$ cat config.mk
export PLATFORM = sky130hd
export DESIGN_NAME = muldiv_seq
export DESIGN_NICKNAME = d
export VERILOG_FILES = /design/src/rtl/muldiv_seq.sv
export SDC_FILE = /design/constraint.sdc
export NUM_CORES = 1
export LEC_CHECK = 0
export BUFFER_PORTS_ARGS = -buffer_cell sky130_fd_sc_hd__buf_2
export CORE_ASPECT_RATIO = 1.2
export CORE_UTILIZATION = 35
export CTS_BUF_LIST = sky130_fd_sc_hd__clkbuf_2
export DETAILED_ROUTE_END_ITERATION = 8
export SYNTH_ARGS = -nofsm -noshare
export SYNTH_HDL_FRONTEND = slang
export SYNTH_SLANG_ARGS = --single-unit
export TNS_END_PERCENT = 20
$ cat constraint.sdc
create_clock -name clk -period 3.5 [get_ports clk]
set_input_delay 0.35 -clock clk [delete_from_list [all_inputs] [get_ports clk]]
set_output_delay 0.35 -clock clk [all_outputs]
set_load 0.02 [all_outputs]
$ cat src/rtl/muldiv_seq.sv
// Multi-cycle MULT/MULTU/DIV/DIVU sequencer. It iterates shift-add or restoring-divide
// steps on an external 32-bit ALU and presents the 64-bit result on HI/LO.

`ifndef ALUCTRL_WIRENUM
`define ALUCTRL_WIRENUM 4
`endif
`ifndef OP_ADDU
`define OP_ADDU 4'b0001
`endif
`ifndef OP_SUBU
`define OP_SUBU 4'b0011
`endif

package muldiv_alu_pkg;
    typedef struct packed {
        logic CF;
        logic ZF;
        logic SF;
        logic OF;
    } FLAGS_t;
endpackage

module muldiv_seq
    import muldiv_alu_pkg::*;
#(
    parameter int XLEN = 32
) (
    input  logic                          clk,
    input  logic                          rst_n,
    input  logic                          start,
    input  logic [1:0]                    op,
    input  logic [XLEN-1:0]               src_a,
    input  logic [XLEN-1:0]               src_b,
    output logic                          busy,
    output logic                          done,
    output logic [XLEN-1:0]               hi,
    output logic [XLEN-1:0]               lo,
    output logic                          div_by_zero,
    output logic [XLEN-1:0]               alu_a,
    output logic [XLEN-1:0]               alu_b,
    output logic [`ALUCTRL_WIRENUM-1:0]   alu_mod,
    input  logic [XLEN-1:0]               alu_c,
    input  FLAGS_t                        alu_flags
);

    localparam int CW = $clog2(XLEN);
    localparam logic [CW-1:0]     CNT_LAST = CW'(XLEN - 1);
    localparam logic [CW-1:0]     CNT_ONE  = CW'(1);
    localparam logic [XLEN-1:0]   ONE      = XLEN'(1);
    localparam logic [2*XLEN-1:0] ONE2     = (2 * XLEN)'(1);

    typedef enum logic [1:0] {
        IDLE,
        PREP,
        ITER,
        FIX
    } state_t;

    state_t state, next_state;

    logic [1:0]      op_q;
    logic [XLEN-1:0] a_q, b_q;
    logic [XLEN-1:0] w_hi, w_lo;
    logic [XLEN-1:0] mcand, dvsr;
    logic            sign_a, sign_b;
    logic [CW-1:0]   cnt;

    logic            is_div, is_signed;
    logic [XLEN-1:0] mag_a, mag_b;
    logic [XLEN-1:0] div_shifted;
    logic            div_take;
    logic [2*XLEN-1:0] prod, neg_prod;
    logic [XLEN-1:0] neg_quo, neg_rem;
    logic            flags_unused;

    assign is_div    = op_q[1];
    assign is_signed = op_q[0];
    assign mag_a     = (is_signed && a_q[XLEN-1]) ? (~a_q + ONE) : a_q;
    assign mag_b     = (is_signed && b_q[XLEN-1]) ? (~b_q + ONE) : b_q;

    // A set top bit means the shifted remainder already exceeds any divisor.
    assign div_shifted = {w_hi[XLEN-2:0], w_lo[XLEN-1]};
    assign div_take    = w_hi[XLEN-1] || !alu_flags.CF;

    assign prod     = {w_hi, w_lo};
    assign neg_prod = ~prod + ONE2;
    assign neg_quo  = ~w_lo + ONE;
    assign neg_rem  = ~w_hi + ONE;

    assign busy         = (state != IDLE);
    assign flags_unused = ^{alu_flags.ZF, alu_flags.SF, alu_flags.OF};

    always_ff @(posedge clk or negedge rst_n) begin
        if (!rst_n) begin
            state <= IDLE;
        end else begin
            state <= next_state;
        end
    end

    always_comb begin
        next_state = state;
        alu_a      = '0;
        alu_b      = '0;
        alu_mod    = `OP_ADDU;
        case (state)
            IDLE: begin
                if (start) next_state = PREP;
            end
            PREP: begin
                next_state = (is_div && mag_b == '0) ? FIX : ITER;
            end
            ITER: begin
                if (is_div) begin
                    alu_a   = div_shifted;
                    alu_b   = dvsr;
                    alu_mod = `OP_SUBU;
                end else begin
                    alu_a = w_hi;
                    alu_b = w_lo[0] ? mcand : '0;
                end
                if (cnt == '0) next_state = FIX;
            end
            FIX: begin
                next_state = IDLE;
            end
            default: next_state = IDLE;
        endcase
    end

    // Working registers and the architectural HI/LO, which only change in FIX.
    always_ff @(posedge clk or negedge rst_n) begin
        if (!rst_n) begin
            op_q        <= '0;
            a_q         <= '0;
            b_q         <= '0;
            w_hi        <= '0;
            w_lo        <= '0;
            mcand       <= '0;
            dvsr        <= '0;
            sign_a      <= 1'b0;
            sign_b      <= 1'b0;
            cnt         <= '0;
            hi          <= '0;
            lo          <= '0;
            div_by_zero <= 1'b0;
            done        <= 1'b0;
        end else begin
            done <= (state == FIX);
            case (state)
                IDLE: begin
                    if (start) begin
                        op_q <= op;
                        a_q  <= src_a;
                        b_q  <= src_b;
                    end
                end
                PREP: begin
                    sign_a <= is_signed & a_q[XLEN-1];
                    sign_b <= is_signed & b_q[XLEN-1];
                    w_hi   <= '0;
                    cnt    <= CNT_LAST;
                    if (is_div) begin
                        w_lo <= mag_a;
                        dvsr <= mag_b;
                    end else begin
                        w_lo  <= mag_b;
                        mcand <= mag_a;
                    end
                end
                ITER: begin
                    cnt <= cnt - CNT_ONE;
                    if (is_div) begin
                        w_hi <= div_take ? alu_c : div_shifted;
                        w_lo <= {w_lo[XLEN-2:0], div_take};
                    end else begin
                        w_hi <= {alu_flags.CF, alu_c[XLEN-1:1]};
                        w_lo <= {alu_c[0], w_lo[XLEN-1:1]};
                    end
                end
                FIX: begin
                    if (!is_div) begin
                        {hi, lo}    <= (sign_a ^ sign_b) ? neg_prod : prod;
                        div_by_zero <= 1'b0;
                    end else if (dvsr == '0) begin
                        hi          <= a_q;
                        lo          <= '1;
                        div_by_zero <= 1'b1;
                    end else begin
                        lo          <= (sign_a ^ sign_b) ? neg_quo : w_lo;
                        hi          <= sign_a ? neg_rem : w_hi;
                        div_by_zero <= 1'b0;
                    end
                end
                default: ;
            endcase
        end
    end

endmodule

==> flow_summary.yaml <==
outcome:
  outcome: "finished clean"
die:
  initial_core_util: 0.3553
  die_x_um: 201.4
  die_height_um: 241.3
  die-area_um2: 48620
  core-area_um2: 47030
  io_pins: 240
  rows: 87
routing:
  viasPerCell: 5.604
  dr.pass1.iters: 7
  first_iter_violations: 1489
  drt_wl_total_um: 59690
  route.detailed.drc: 0
  wl_per_cell_um: 20.83
  antenna_left: 0
  dr_total_vias: 16060
cells_and_area:
  layout-drive-gt1-share: 0.2463
  area_growth_pct: 23.46
  nets: 2304
  mostFrequentLayoutCells: "dfrtp_1, buf_2, nor2_1"
  layout_commonest_cell: "dfrtp_1"
  fin_area_um2: 20630
power:
  ir_worst_vdd_uv: 389.1
  total_power_mw: 23.86
  p_leak_nw: 8.962
  p_per_area_nw_per_um2: 1157
worst_setup_path:
  r2r_end: "state[0]"
  cp.required_ps: 3150
  critPathMaxStageDelay_ps: 660
  r2r_start: "b_q[0]"
  cp_top_family: "buffers and inverters"
  crit_fanout: 28
  r2r_slack_ps: 370
  critPathLaunchType: "register"
  cp_slowest_cell: "dfrtp_4"
  reg2regPathDepth: 10
  arrival_ps: 3020
  crit_buf_inv: 3
  crit_chain: "buf_4, buf_6, mux2i_1, nor2_1, buf_2"
  crit_path_end_kind: "output pin"
  worstSetupPathType: "register to output pin"
grt:
  antenna_found_initial: 1
  grt_use_total: 0.2437
  grt_remaining_overflow: 0
  grt_pass1_wl_um: 91620
  grt_max_degree: 76
  grt_pass1_vias: 15250
clock_tree:
  clk_latency_ps: 1010
  clock-sinks: 269
  numCtsBuffers: 74
  cts_tree: "yes"
  clk_pin_slew_ps: 100
  cts_buffer_depth: 3
  cts_setup_buffers: 0
  htree_num_levels: 3
  root_buffer: "clkbuf_2"
placed_design:
  gp_congestion: 0.9194
  place_hpwl_um: 43020
  portBuffers: 233
  placed_cell_area_um2: 18700
synth:
  synthAdderAreaFrac: 0.008238
  synth.avg_cell_area_um2: 9.070
  ys_top_cells_by_area: "dfrtp_1, mux2_2, xnor2_1, nor2_1, mux2i_1"
  synth_top_cell_by_area: "dfrtp_1"
  synth_xor_area_frac: 0.07025
  yosys.area_share.simple: 0.1582
  synth-compound-area-share: 0.1895
  async_flop_share: 1.000
  synth_flop_cell: "dfrtp_1"
  syn_area_um2: 16710
  yosysSeqAreaShare: 0.4029
  synth-edff-count: 0
  netlist_instances: 1842
  yosysWarnings: 0
  synthMuxAreaShare: 0.1208
  synth_top_family_by_area: "compound AO/OA/AOI/OAI gates"
  synth-seq-cells: 269
  synth.top_cell.area_share: 0.4029
  ys_types: 73
timing:
  clock.fmax_mhz: 297.1
  setup_viol: 0
  worstMarginPinSlew_ps: 1049
  relSlewSlack: 0.2940
  post-route-period-util: 0.9616
  fin_worst_skew_ps: 76.50
  final.min_clock_period_ps: 3366
  rsz0062_at_grt: "yes"
  slew_violations: 0
  hold_viol_final: 0
hold_path:
  hold_start: "src_b[10]"
  hold_path_end: "b_q[10]"
  hold_depth: 3
  worstHoldPathType: "input port to register"
job:
  maxCapViolCount: 0
## repair_timing
action,4_1_cts,5_1_grt
gates resized for setup,3,2
setup endpoints to repair,40,4
endpoints found under the hold margin,364,0
hold buffers,124,0
## kinds of logic after synthesis
| group | after synthesis |
|---|---|
| other | 2 |
| buffers and inverters | 215 |
| multiplexers | 176 |
| adder cells (fa/ha/maj) | 11 |
| flip-flops | 269 |
| AO/OA/AOI/OAI | 466 |
| XOR/XNOR | 134 |
| AND/OR/NAND/NOR | 569 |
## area by class of cell
class	count	area (um2)
Tap cell	623	779.5
Clock buffer	102	510.5
Antenna cell	1	2.502
Fill cell	4713	26400
Multi-Input combinational cell	1359	9208
Timing Repair Buffer	433	3063
Inverter	51	193.9
Clock inverter	27	135.1
Sequential cell	269	6735
## metrics by stage
stage | util | std cells | TNS (ps) | setup WS [ps] | hold slack (ps)
6_report | 0.4386 | 2865 | 0 | 134.5 | 112.4
4_1_cts | 0.4383 | 2864 | 0 | 25.27 | 5.801
5_1_grt | 0.4386 | 2865 | -54.80 | -29.04 | 54.05
2_1_floorplan | - | 1843 | 0 | 652.7 | 54.41
3_3_place_gp | 0.3976 | 2611 | 0 | 311.7 | 439.2
3_5_place_dp | 0.3976 | 2611 | 0 | 333.1 | 451.9
## worst reg2reg max path, stage by stage, from the launching register on
cell and delay (ps):
dfrtp_1 410, inv_1 170, ha_1 250, or4b_2 640, o41ai_1 340, xnor2_1 220
nor4_1 450, nand4_1 190, nor4_1 210, buf_4 170, or2_2 100
## report_power, final
part           leakage, nW  total, mW  internal [mW]  switching (mW)
clock                0.492       2.26          0.863            1.40
sequential            3.24       6.87           4.69            2.18
combinational         5.23       14.7           5.90            8.83
total                 8.96       23.9           11.4            12.4
## synth_stat cells, types with 12 or more instances
cell type and instances:
nor4_1 33, nor2_1 198, xor2_1 43, buf_1 24, clkbuf_1 132, mux2i_1 70, inv_1 50, o22a_1 26
a21oi_1 100, nand3_1 24, a31oi_1 29, dfrtp_1 269, mux2_2 95, o211ai_1 21, a22o_1 33, o21ai_0 87
xnor2_1 91, nand4_1 19, o31ai_1 30, or3_1 12, or4_1 16, nor3_1 46, nand2_1 166, o22ai_1 30
o41ai_1 14
## worst max path at each step
stage | depth (start not counted) | startpoint | end | slack (ps)
final | 5 | op_q[1] | alu_a[0] | 130
after global routing | 5 | op_q[1] | alu_a[0] | -30
after CTS | 5 | op_q[1] | alu_a[0] | 30
after detailed placement | 10 | b_q[0] | state[0] | 330
after global placement | 10 | b_q[0] | state[0] | 310
after floorplan | 9 | w_lo[22] | hi[17] | 650
## flip-flops by register name, indices dropped and copies added, names as in the netlist, 2 cells and up
signal  count
hi         32
dvsr       32
w_lo       32
a_q        32
op_q        2
state       2
b_q        32
cnt         5
mcand      32
lo         32
w_hi       32
## layer usage
metal,vias up,part of all wire,global-route usage,wire length (um)
met5,-,0,0,0
met4,0,0.029,0.09458,1760
met3,108,0.072,0.04560,4327
met1,7825,0.43,0.3253,25810
li1,7418,-,-,-
met2,704,0.47,0.3912,27790
No activity file was read; power rests on OpenSTA's default activity.
